## config.mk

```make
export PLATFORM = sky130hd
export DESIGN_NAME = spi_slave
export DESIGN_NICKNAME = d
export VERILOG_FILES = /design/src/rtl/spi_slave.sv
export SDC_FILE = /design/constraint.sdc
export NUM_CORES = 1
export LEC_CHECK = 0
export ABC_AREA = 1
export CORE_MARGIN = 4
export CORE_UTILIZATION = 45
export DETAILED_ROUTE_END_ITERATION = 10
export GPL_TIMING_DRIVEN = 0
export PLACE_DENSITY_LB_ADDON = 0.15
export SETUP_SLACK_MARGIN = 0.02
export SLEW_MARGIN = 20
export SYNTH_ARGS = -nofsm -noshare
export SYNTH_HDL_FRONTEND = slang
export SYNTH_SLANG_ARGS = --single-unit
```

## constraint.sdc

```tcl
create_clock -name clk -period 3.9 [get_ports clk]
set_clock_uncertainty 0.1 [all_clocks]
set_input_delay 0.78 -clock clk [delete_from_list [all_inputs] [get_ports clk]]
set_output_delay 0.78 -clock clk [all_outputs]
set_load 0.05 [all_outputs]
```

## src/rtl/spi_slave.sv

```systemverilog
// SPI mode-0 slave endpoint: synchronises SCLK/SS/MOSI into clk, deserialises MOSI
// into rx_data with a valid/ack handshake and serialises a preloaded word onto MISO.
// state   | meaning
// S_IDLE  | synchronised SS high, waiting for SS fall
// S_SHIFT | transaction active, shifting on synchronised SCLK edges
module spi_slave #(
    parameter int WIDTH       = 8,
    parameter int SYNC_STAGES = 2
) (
    input  logic             clk,
    input  logic             rst,
    input  logic             SCLK,
    input  logic             SS,
    input  logic             MOSI,
    output logic             MISO,
    output logic             miso_oe,
    input  logic [WIDTH-1:0] tx_data,
    input  logic             tx_load,
    output logic             tx_empty,
    output logic [WIDTH-1:0] rx_data,
    output logic             rx_valid,
    input  logic             rx_ack,
    output logic             overrun,
    output logic             busy
);

    localparam int CW = (WIDTH > 2) ? $clog2(WIDTH) : 1;

    typedef enum logic {S_IDLE, S_SHIFT} state_t;
    state_t r_state, w_next;

    logic [SYNC_STAGES-1:0] r_sclk_sync, r_ss_sync, r_mosi_sync;
    logic                   r_sclk_d, r_ss_d;
    logic [CW-1:0]          r_bit_cnt;
    logic [WIDTH-1:0]       r_rx_shift, r_tx_shift, r_tx_hold;
    logic                   r_reload_pend, r_done;

    logic w_sclk_s, w_ss_s, w_mosi_s;
    logic w_sclk_rise, w_sclk_fall, w_ss_fall, w_ss_rise;
    logic w_start, w_abort, w_active, w_rise_act, w_fall_act, w_boundary, w_reload;

    // SS synchroniser resets high so an idle bus never looks like a select
    always_ff @(posedge clk or posedge rst) begin
        if (rst) begin
            r_sclk_sync <= '0;
            r_ss_sync   <= '1;
            r_mosi_sync <= '0;
            r_sclk_d    <= 1'b0;
            r_ss_d      <= 1'b1;
        end else begin
            r_sclk_sync <= {r_sclk_sync[SYNC_STAGES-2:0], SCLK};
            r_ss_sync   <= {r_ss_sync[SYNC_STAGES-2:0], SS};
            r_mosi_sync <= {r_mosi_sync[SYNC_STAGES-2:0], MOSI};
            r_sclk_d    <= r_sclk_sync[SYNC_STAGES-1];
            r_ss_d      <= r_ss_sync[SYNC_STAGES-1];
        end
    end

    assign w_sclk_s    = r_sclk_sync[SYNC_STAGES-1];
    assign w_ss_s      = r_ss_sync[SYNC_STAGES-1];
    assign w_mosi_s    = r_mosi_sync[SYNC_STAGES-1];
    assign w_sclk_rise = w_sclk_s & ~r_sclk_d;
    assign w_sclk_fall = ~w_sclk_s & r_sclk_d;
    assign w_ss_fall   = ~w_ss_s & r_ss_d;
    assign w_ss_rise   = w_ss_s & ~r_ss_d;
    assign busy        = ~w_ss_s;

    assign w_start    = (r_state == S_IDLE) && w_ss_fall;
    assign w_abort    = (r_state == S_SHIFT) && w_ss_rise;
    assign w_active   = (r_state == S_SHIFT) && !w_ss_rise;
    assign w_rise_act = w_active && w_sclk_rise;
    assign w_fall_act = w_active && w_sclk_fall;
    assign w_boundary = w_rise_act && (r_bit_cnt == CW'(WIDTH-1));
    assign w_reload   = w_start || (w_fall_act && r_reload_pend);

    always_ff @(posedge clk or posedge rst) begin
        if (rst) r_state <= S_IDLE;
        else     r_state <= w_next;
    end

    always_comb begin
        w_next = r_state;
        case (r_state)
            S_IDLE:  if (w_ss_fall) w_next = S_SHIFT;
            S_SHIFT: if (w_ss_rise) w_next = S_IDLE;
            default: w_next = S_IDLE;
        endcase
    end

    always_comb begin
        miso_oe = (r_state == S_SHIFT);
        MISO    = miso_oe ? r_tx_shift[WIDTH-1] : 1'b0;
    end

    always_ff @(posedge clk or posedge rst) begin
        if (rst) begin
            r_bit_cnt     <= '0;
            r_rx_shift    <= '0;
            r_reload_pend <= 1'b0;
            r_done        <= 1'b0;
        end else begin
            r_done <= w_boundary;
            if (w_start || w_abort) begin
                r_bit_cnt     <= '0;
                r_reload_pend <= 1'b0;
            end else if (w_rise_act) begin
                r_rx_shift <= {r_rx_shift[WIDTH-2:0], w_mosi_s};
                r_bit_cnt  <= w_boundary ? '0 : r_bit_cnt + CW'(1);
                if (w_boundary) r_reload_pend <= 1'b1;
            end else if (w_fall_act && r_reload_pend) begin
                r_reload_pend <= 1'b0;
            end
        end
    end

    // A load coinciding with a reload bypasses straight into the shifter
    always_ff @(posedge clk or posedge rst) begin
        if (rst) begin
            r_tx_hold  <= '0;
            r_tx_shift <= '0;
            tx_empty   <= 1'b1;
        end else begin
            if (tx_load) r_tx_hold <= tx_data;
            if (w_reload) begin
                r_tx_shift <= tx_load ? tx_data : r_tx_hold;
                tx_empty   <= 1'b1;
            end else begin
                if (w_fall_act) r_tx_shift <= {r_tx_shift[WIDTH-2:0], 1'b0};
                if (tx_load)    tx_empty   <= 1'b0;
            end
        end
    end

    always_ff @(posedge clk or posedge rst) begin
        if (rst) begin
            rx_data  <= '0;
            rx_valid <= 1'b0;
            overrun  <= 1'b0;
        end else if (r_done) begin
            rx_data  <= r_rx_shift;
            rx_valid <= 1'b1;
            if (rx_valid && !rx_ack) overrun <= 1'b1;
        end else if (rx_ack) begin
            rx_valid <= 1'b0;
        end
    end

endmodule

```

==> qor.txt, run 1 <==
Status = finished, final reports clean
Synth warn = 0
Number of global-route vias before repair = 1325
Share of layout cells above drive strength 1 = 11.6%
Placer Congestion = 0.766
Ys async rst share = 100%
Largest net degree at the start of global routing = 35
Initial core utilization = 46.3%
Pins Over Slew Limit = 0
Synth cell types = 26
DRT iter0 DRCs = 60
Req. time, crit path = 3.02 ns
Synthesized net count = 231
Setup crit end kind = primary output
Post-synth top area cell = dfrtp_1
EDFF count, synth = 0
Max clock buf depth = 2
Total gr overflow = 0
Post-CTS resize count = 0
Die area = 5580 sq um
Chip Height = 74.7 um
FF+latch area = 1230 sq um
ANT cells = 0
Die W = 74.7 um
Peak per-stage delay on the critical path = 0.78 ns
WL/cell = 11.3 um
RSZ-0062 raised after global routing = false
Sequential area share after synthesis = 61.5%
VDD IR max = 0.000242 V
DRC violations left = 0
Initial antenna violation count = 0
Final count of hold timing violations = 0
Synth top area share = 56.2%
Critical Path AT = 1.70 ns
Number of port buffers = 28
Part of the cycle the worst path needs = 66.1%
Post-layout util = 58.0%
P&R area growth vs syn = 25.1%
Clock period minus worst slack = 2.58 ns
Clk pin slew, worst setup/hold paths = 0.09 ns
Post-CTS Setup Bufs = 0
Total Wirelength = 3430 um
Worst-path cell chain = nand2_1, inv_1, clkdlybuf4s50_1
Detailed Routing Iterations Pass 1 = 4
Worst path top cell family by delay = buffers and inverters
Detailed Place HPWL = 2410 um
Syn avg cell area = 9.36 sq um
Final setup violation count = 0
Via Count = 1408
Fmax = 388 MHz
CP max FO = 6
Hold Crit Class = flip-flop to flip-flop
Total Routing Usage GR = 14.2%
CTS sink cnt = 49
CP startpoint kind = flip-flop
Commonest cells post-synth = nand2_1 (59), dfrtp_1 (45), inv_1 (41)
Synth top area cells = dfrtp_1 (56%), nand2_1 (11%), inv_1 (7.7%), o21ai_0 (5.5%), dfstp_2 (5.2%)
Top-count cell post-synth = nand2_1
First-pass GRT wire length = 6040 um
Pwr Density = 509 nW/um^2
Fillers = 382
# Max-Cap Violations = 0
CTS Buf Count = 5
FF+latch count, synth = 49
Fin Setup TNS = 0 ns
# H-tree levels = 2
PnR worst setup slack = 1.32 ns
Post-Syn Instances = 214
Final ANT Viol Nets = 0
Leakage = 1.27 nW
Skew-Pair Late Insertion Delay = 0.30 ns
CP Buf/Inv Count = 2
CTS Hold Bufs = 0
CTS tree = done
Relative slew slack = 66.4%
Vias per std cell = 4.65
Synthesized area = 2000 sq um
Setup CP Type = flip-flop to primary output
Crit path max-delay cell type = clkdlybuf4s50_1
Slew @ Worst Pin = 0.503 ns
Dpl ws = 1.64 ns
Number of placement rows = 24
Final net count = 267
Core ar. = 4320 sq um
Main flop type after synthesis = dfrtp_1
I/O Pins = 29
Multi-input logic area = 587 sq um
CTS Root Cell = clkbuf_8
## per-layer routing
| layer | track usage [%] | vias up | share of wire (%) |
|---|---|---|---|
| met5 | 0 | - | 0 |
| met4 | 4.74 | 0 | 1.5 |
| met3 | 4.41 | 6 | 6.0 |
| met2 | 21.5 | 30 | 44 |
| met1 | 19.6 | 642 | 48 |
| li1 | - | 730 | - |
## final timing paths
check,cells after the start,endpoint,slack (ns),start
worst min register to register,0,r_sclk_sync[1]$_DFF_PP0_,0.26,r_sclk_sync[0]$_DFF_PP0_
worst max register to register,7,r_tx_shift[1]$_DFFE_PP0P_,2.29,r_ss_d$_DFF_PP1_
worst max-delay path,3,MISO,1.32,miso_oe$_DFF_PP0_
min in group asynchronous,2,rx_data[6]$_DFFE_PP0P_,0.66,rst
worst min-delay path,0,r_sclk_sync[1]$_DFF_PP0_,0.26,r_sclk_sync[0]$_DFF_PP0_
max in group asynchronous,3,r_ss_sync[0]$_DFF_PP1_,2.48,rst
## report_power, final
part	switching [mW]	internal, mW	leakage (nW)
clock network	0.170	0.258	0.0687
logic	0.132	0.0859	0.585
registers	0.0400	0.590	0.614
total	0.342	0.934	1.27
## state kept, by name, indices dropped and copies added, names as in the netlist
register / flops
rx_valid: 1
r_tx_hold: 8
r_sclk_d: 1
r_reload_pend: 1
tx_empty: 1
r_tx_shift: 8
miso_oe: 1
r_sclk_sync: 2
r_ss_d: 1
r_bit_cnt: 3
r_mosi_sync: 2
rx_data: 8
r_rx_shift: 8
overrun: 1
r_done: 1
r_ss_sync: 2
## stage by stage
stage	power (mW)	area, sq um	cells	hold WS [ns]
after detailed placement	0.859	2370	295	0.240
after global routing	1.35	2510	303	0.269
after floorplan	0.792	2000	214	0.231
after CTS	1.29	2510	303	0.260
final	1.28	2510	303	0.256
after global placement	0.851	2350	294	0.236
## worst register-to-register path: stages (launching register included)
cell	delay, ns
dfstp_2	0.55
inv_1	0.05
nand2_2	0.09
nand4_2	0.28
nand2_4	0.23
nand2_1	0.07
nand3_1	0.08
nand2_1	0.06
## cells in the final DEF, fill, tap and decap left out, types with 2 or more instances in the layout
cell type / count
bufinv_16: 2
clkbuf_8: 5
clkdlybuf4s50_1: 28
dfrtp_1: 45
dfstp_2: 4
ha_1: 2
inv_1: 40
inv_2: 2
nand2_1: 59
nand2_2: 2
nand3_1: 16
nand4_2: 2
nor2_1: 4
nor2_2: 2
o21ai_0: 22
## cell families after synthesis
logic type	Yosys count	synth area share (%)
buffers and inverters	46	9.24
AND/OR/NAND/NOR	90	20.7
AO/OA/AOI/OAI	26	6.75
multiplexers	1	0.562
adder cells (fa/ha/maj)	2	1.25
flip-flops	49	61.5
## final cells by class
class | instances | area share [%]
sequential | 49 | 49.1
multi-input combinational | 119 | 23.4
timing repair buffer | 29 | 12.0
inverter | 42 | 6.29
buffer | 4 | 1.10
clock buffer | 5 | 2.75
clock inverter | 3 | 2.75
tap | 52 | 2.60
Note: power is estimated with default switching activity, not from simulation.
==> run 2: changes to the inputs <==
==> constraint.sdc (replaced) <==
create_clock -name clk -period 2.28 [get_ports clk]
set_clock_uncertainty 0.1 [all_clocks]
set_input_delay 0.456 -clock clk [delete_from_list [all_inputs] [get_ports clk]]
set_output_delay 0.456 -clock clk [all_outputs]
set_load 0.05 [all_outputs]
==> run 2 against run 1 <==
Against the previous run: largest power group unchanged; hold slack is essentially flat; clock power up 71%; combinational power increased by 70%; sequential power is 71% higher; core utilization about the same; register-to-register slack worse by 1.6 ns; total power is 71% higher; critical path depth down 2.
==> qor.txt, run 2 (synthesized netlist as in run 1, its figures left out) <==
Register-to-Register Setup Slack = 0.67 ns (was 2.29 ns)
CTS Buf Count = 5 (unchanged)
WL/cell = 11.3 um (about the same)
# Max-Cap Violations = 0 (unchanged)
DRT iter0 DRCs = 60 (unchanged)
Leakage = 1.27 nW (about the same)
Peak per-stage delay on the critical path = 0.79 ns (was 0.78 ns)
Number of port buffers = 28 (unchanged)
Fin Setup TNS = 0 ns (unchanged)
Commonest non-fill, non-tap cell in the layout = nand2_1 (unchanged)
Pwr Density = 870 nW/um^2 (was 509 nW/um^2)
Setup CP Type = flip-flop to primary output (unchanged)
CP Buf/Inv Count = 1 (was 2)
PnR worst setup slack = 0.0973 ns (was 1.32 ns)
GR Util met1 = 19.6% (unchanged)
Worst r2r src = r_ss_d$_DFF_PP1_ (unchanged)
Final setup violation count = 0 (unchanged)
Worst-path cell chain = clkdlybuf4s50_1 (was nand2_1, inv_1, clkdlybuf4s50_1)
Skew-Pair Late Insertion Delay = 0.30 ns (about the same)
Slew @ Worst Pin = 0.503 ns (unchanged)
Worst path top cell family by delay = buffers and inverters (unchanged)
Core ar. = 4320 sq um (unchanged)
Via Count = 1409 (was 1408)
Total Routing Usage GR = 14.2% (unchanged)
Part of the cycle the worst path needs = 95.7%
CP startpoint kind = flip-flop (unchanged)
Final count of hold timing violations = 0 (unchanged)
P&R area growth vs syn = 25.0% (was 25.1%)
Met3 layer usage reported by global route = 4.41% (unchanged)
First-pass GRT wire length = 6040 um (unchanged)
CTS sink cnt = 49 (unchanged)
Busiest grt layer = met2 (unchanged)
Clock period minus worst slack = 2.18 ns
Status = finished, final reports clean (unchanged)
Detailed Routing Iterations Pass 1 = 4 (unchanged)
Relative slew slack = 66.4% (unchanged)
Clk pin slew, worst setup/hold paths = 0.09 ns (about the same)
Number of global-route vias before repair = 1325 (unchanged)
Chip Height = 74.7 um (unchanged)
CP max FO = 2 (was 6)
# H-tree levels = 2 (unchanged)
Initial antenna violation count = 0 (unchanged)
R2R Path End = r_tx_shift[1]$_DFFE_PP0P_ (unchanged)
Share of layout cells above drive strength 1 = 11.6% (unchanged)
ANT cells = 0 (unchanged)
Crit path max-delay cell type = clkdlybuf4s50_1 (unchanged)
DRC violations left = 0 (unchanged)
Met2 Use GR = 21.5% (unchanged)
Pins Over Slew Limit = 0 (unchanged)
Initial core utilization = 46.3% (unchanged)
Worst hold path startpoint = r_sclk_sync[0]$_DFF_PP0_ (unchanged)
Final ANT Viol Nets = 0 (unchanged)
Vias per std cell = 4.65 (about the same)
Final instance area = 2500 sq um (was 2510 sq um)
WHS Path Cells = 0 (unchanged)
Placed Area = 2370 sq um (unchanged)
Total gr overflow = 0 (unchanged)
Largest net degree at the start of global routing = 35 (unchanged)
Post-CTS Setup Bufs = 0 (unchanged)
Post-layout util = 57.9% (was 58.0%)
I/O Pins = 29 (unchanged)
Req. time, crit path = 1.72 ns (was 3.02 ns)
RSZ-0062 raised after global routing = false (unchanged)
CTS tree = done (unchanged)
Total Wirelength = 3420 um (was 3430 um)
Dpl ws = 0.348 ns (was 1.64 ns)
Die area = 5580 sq um (unchanged)
Most frequent cells in the layout = nand2_1 (59), dfrtp_1 (45), inv_1 (40) (unchanged)
Setup crit end kind = primary output (unchanged)
Worst min-delay path endpoint = r_sclk_sync[1]$_DFF_PP0_ (unchanged)
Detailed Place HPWL = 2410 um (unchanged)
VDD IR max = 0.000415 V (was 0.000242 V)
CTS Root Cell = clkbuf_8 (unchanged)
Final net count = 267 (unchanged)
Number of placement rows = 24 (unchanged)
Fmax = 458 MHz
Reg2Reg Depth = 7 (unchanged)
Critical Path AT = 1.63 ns (was 1.70 ns)
Max clock buf depth = 2 (unchanged)
Die W = 74.7 um (unchanged)
Placer Congestion = 0.766 (unchanged)
Hold Crit Class = flip-flop to flip-flop (unchanged)
## run 2: cell count changes in the layout (fill, tap and decap cells not counted)
| cell | change |
|---|---|
| clkdlybuf4s50_1 | -1 |
| dlygate4sd2_1 | +1 |
## run 2: area by class of cell
cell class | instances | area (sq um)
sequential | 49 | 1230
clock buffer | 5 | 68.8
buffer | 4 | 27.5
tap | 52 | 65.1
inverter | 42 | 158
clock inverter | 3 | 68.8
timing repair buffer | 29 | 299
fill | 383 | 1820
multi-input combinational | 119 | 587
## run 2: repair_timing
action                                  CTS  global route
endpoints found under the setup margin    1             0
hold endpoints to repair                  0             0
gates resized for setup                   1             0
hold buffers                              0             0
## run 2: power breakdown
group / total, mW / internal [mW] / switching [mW]
Clock: 0.732 / 0.441 / 0.291
Sequential: 1.08 / 1.01 / 0.0684
Combinational: 0.368 / 0.144 / 0.225
## run 2: per-stage QoR
| step | total power [mW] | hold WS, ns | instances |
|---|---|---|---|
| finish | 2.18 | 0.256 | 303 |
| global route | 2.31 | 0.269 | 303 |
| floorplan | 1.35 | 0.231 | 214 |
| global placement | 1.46 | 0.236 | 294 |
| detailed placement | 1.47 | 0.240 | 295 |
| CTS | 2.21 | 0.260 | 303 |
## run 2: how the worst max path moves through the flow
stage / startpoint / to / slack (ns) / cells past startpoint
2_1_floorplan: rst / miso_oe$_DFF_PP0_ / 0.56 / 1
3_3_place_gp: rst / r_sclk_sync[0]$_DFF_PP0_ / -0.40 / 2
3_5_place_dp: miso_oe$_DFF_PP0_ / MISO / 0.35 / 3
4_1_cts: tx_empty$_DFFE_PP1P_ / tx_empty / 0.08 / 1
5_1_grt: miso_oe$_DFF_PP0_ / miso_oe / 0.04 / 1
6_report: tx_empty$_DFFE_PP1P_ / tx_empty / 0.1 / 1
## run 2: metal layers
metal  part of all wire, %  wire, um  up-vias
li1                      -         -      730
met1                    48      1640      643
met2                    44      1520       30
met3                   6.0       207        6
met4                   1.5        51        0
met5                     0         0        -
==> run 3: changes to the inputs <==
--- a/config.mk
+++ b/config.mk
@@ -7,11 +7,12 @@
 export LEC_CHECK = 0
 export ABC_AREA = 1
 export CORE_MARGIN = 4
-export CORE_UTILIZATION = 45
+export CORE_UTILIZATION = 48
 export DETAILED_ROUTE_END_ITERATION = 10
 export GPL_TIMING_DRIVEN = 0
 export PLACE_DENSITY_LB_ADDON = 0.15
 export SETUP_SLACK_MARGIN = 0.02
+export SKIP_LAST_GASP = 1
 export SLEW_MARGIN = 20
 export SYNTH_ARGS = -nofsm -noshare
 export SYNTH_HDL_FRONTEND = slang
==> run 3 against run 2 <==
Against the previous run: first-iteration DRC count grew 23%; sequential power is essentially flat; combinational power grew 2%; non-clock buffer count is the same; critical path type unchanged; clock power shrank 18%; critical endpoint unchanged; largest power group unchanged.
==> qor.txt, run 3 (synthesized netlist as in run 1, its figures left out) <==
Status = finished, final reports clean (unchanged)
Number of port buffers = 28 (unchanged)
Int Pwr = 1.48 mW (was 1.59 mW)
Number of placement rows = 23 (was 24)
Crit path max-delay cell type = clkdlybuf4s50_1 (unchanged)
Post-layout util = 61.4% (was 57.9%)
CP max FO = 2 (unchanged)
Peak per-stage delay on the critical path = 0.80 ns (was 0.79 ns)
Total Wirelength = 3570 um (was 3420 um)
Total gr overflow = 0 (unchanged)
Total Routing Usage GR = 15.9% (was 14.2%)
VDD IR max = 0.000575 V (was 0.000415 V)
Leakage = 1.26 nW (was 1.27 nW)
Number of global-route vias before repair = 1427 (was 1325)
Placed Cells = 293 (was 295)
CTS Root Cell = clkbuf_8 (unchanged)
Die area = 5270 sq um (was 5580 sq um)
Slew @ Worst Pin = 0.503 ns (about the same)
Part of the cycle the worst path needs = 96.4% (was 95.7%)
First-pass GRT wire length = 6360 um (was 6040 um)
Post-CTS Setup Bufs = 0 (unchanged)
CTS sink cnt = 49 (unchanged)
# Max-Cap Violations = 0 (unchanged)
Clock period minus worst slack = 2.20 ns (was 2.18 ns)
Final net count = 267 (unchanged)
Chip Height = 72.6 um (was 74.7 um)
Commonest non-fill, non-tap cell in the layout = nand2_1 (unchanged)
Placed Area = 2370 sq um (about the same)
Clock power share = 29.3% (was 33.6%)
Fmax = 455 MHz (was 458 MHz)
Relative slew slack = 66.4% (about the same)
I/O Pins = 29 (unchanged)
Core ar. = 4030 sq um (was 4320 sq um)
Critical Path AT = 1.64 ns (was 1.63 ns)
Req. time, crit path = 1.72 ns (about the same)
CP startpoint kind = flip-flop (unchanged)
Largest net degree at the start of global routing = 33 (was 35)
Initial core utilization = 49.7% (was 46.3%)
Reg2Reg Depth = 7 (unchanged)
Final count of hold timing violations = 0 (unchanged)
DRC violations left = 0 (unchanged)
CTS Buf Count = 5 (unchanged)
CP Capture Point = tx_empty (unchanged)
Final instance area = 2470 sq um (was 2500 sq um)
Switching part of the total power = 28.2% (was 26.8%)
Final setup violation count = 0 (unchanged)
WL/cell = 11.9 um (was 11.3 um)
Pins Over Slew Limit = 0 (unchanged)
CTS tree = done (unchanged)
Via Count = 1409 (unchanged)
ANT cells = 0 (unchanged)
P&R area growth vs syn = 23.4% (was 25.0%)
Critical Path Start = tx_empty$_DFFE_PP1P_ (unchanged)
PnR worst setup slack = 0.0813 ns (was 0.0973 ns)
Vias per std cell = 4.68 (was 4.65)
Worst r2r src = r_ss_d$_DFF_PP1_ (unchanged)
Placer Congestion = 0.727 (was 0.766)
Most frequent cells in the layout = nand2_1 (59), dfrtp_1 (45), inv_1 (40) (unchanged)
Detailed Place HPWL = 2640 um (was 2410 um)
Register-to-Register Setup Slack = 0.71 ns (was 0.67 ns)
# H-tree levels = 2 (unchanged)
Dpl ws = 0.326 ns (was 0.348 ns)
Setup crit end kind = primary output (unchanged)
Setup CP Type = flip-flop to primary output (unchanged)
P_sw = 0.580 mW (was 0.584 mW)
Hold Crit Class = flip-flop to flip-flop (unchanged)
Die W = 72.6 um (was 74.7 um)
Skew-Pair Late Insertion Delay = 0.31 ns (was 0.30 ns)
Fillers = 354 (was 383)
Post-Layout Cell Count = 301 (was 303)
Worst path top cell family by delay = buffers and inverters (unchanged)
R2R Path End = r_tx_shift[7]$_DFFE_PP0P_ (was r_tx_shift[1]$_DFFE_PP0P_)
Initial antenna violation count = 0 (unchanged)
RSZ-0062 raised after global routing = false (unchanged)
Critical Path Stages = 1 (unchanged)
Flop pwr share = 52.5% (was 49.5%)
Max clock buf depth = 2 (unchanged)
Detailed Routing Iterations Pass 1 = 4 (unchanged)
Total Power = 2.06 mW (was 2.18 mW)
Pwr Density = 833 nW/um^2 (was 870 nW/um^2)
Share of layout cells above drive strength 1 = 11.2% (was 11.6%)
Clk pin slew, worst setup/hold paths = 0.08 ns (was 0.09 ns)
Worst-path cell chain = clkdlybuf4s50_1 (unchanged)
Combinational power share = 18.2% (was 16.9%)
DRT iter0 DRCs = 74 (was 60)
CP Buf/Inv Count = 1 (unchanged)
Final ANT Viol Nets = 0 (unchanged)
## run 3: routing by layer
| metal | vias to the layer above | GRT usage, % | wire length [um] |
|---|---|---|---|
| met4 | 0 | 5.53 | 57 |
| met3 | 6 | 5.37 | 244 |
| met5 | - | 0 | 0 |
| li1 | 726 | - | - |
| met2 | 30 | 24.0 | 1640 |
| met1 | 647 | 21.6 | 1640 |
## run 3: what timing repair did
| action | 4_1_cts | 5_1_grt |
|---|---|---|
| hold endpoints to repair | 0 | 0 |
| gates resized for setup | 1 | 0 |
| endpoints found under the setup margin | 1 | 0 |
| hold buffers | 0 | 0 |
## run 3: layout make-up
class	instances	area, sq um	share of cell area (%)
Timing Repair Buffer	29	299	12.1
Buffer	4	27.5	1.11
Clock inverter	2	35.0	1.42
Inverter	42	158	6.38
Tap cell	50	62.6	2.53
Clock buffer	6	72.6	2.94
Multi-Input combinational cell	119	587	23.7
Sequential cell	49	1230	49.8
## run 3: worst min path at each step
stage,from,endpoint,slack [ns],cells past startpoint
after floorplan,r_mosi_sync[0]$_DFF_PP0_,r_mosi_sync[1]$_DFF_PP0_,0.23,0
after global placement,r_mosi_sync[0]$_DFF_PP0_,r_mosi_sync[1]$_DFF_PP0_,0.24,0
after detailed placement,r_mosi_sync[0]$_DFF_PP0_,r_mosi_sync[1]$_DFF_PP0_,0.24,0
after CTS,r_sclk_sync[0]$_DFF_PP0_,r_sclk_sync[1]$_DFF_PP0_,0.26,0
after global routing,r_ss_sync[0]$_DFF_PP1_,r_ss_sync[1]$_DFF_PP1_,0.26,0
final,r_mosi_sync[0]$_DFF_PP0_,r_mosi_sync[1]$_DFF_PP0_,0.25,0
## run 3: power groups by stage
| stage | registers, mW | logic (mW) | clock network [mW] |
|---|---|---|---|
| floorplan | 1.10 | 0.251 | 0 |
| global placement | 1.09 | 0.366 | 0 |
| detailed placement | 1.10 | 0.381 | 0 |
| CTS | 1.08 | 0.383 | 0.623 |
| global route | 1.10 | 0.437 | 0.662 |
| finish | 1.08 | 0.375 | 0.603 |
## run 3: per-stage QoR
stage	TNS (ns)	hold slack, ns
2_1_floorplan	0	0.231
6_report	0	0.254
3_5_place_dp	0	0.240
5_1_grt	0	0.263
4_1_cts	0	0.259
3_3_place_gp	-15.86	0.235
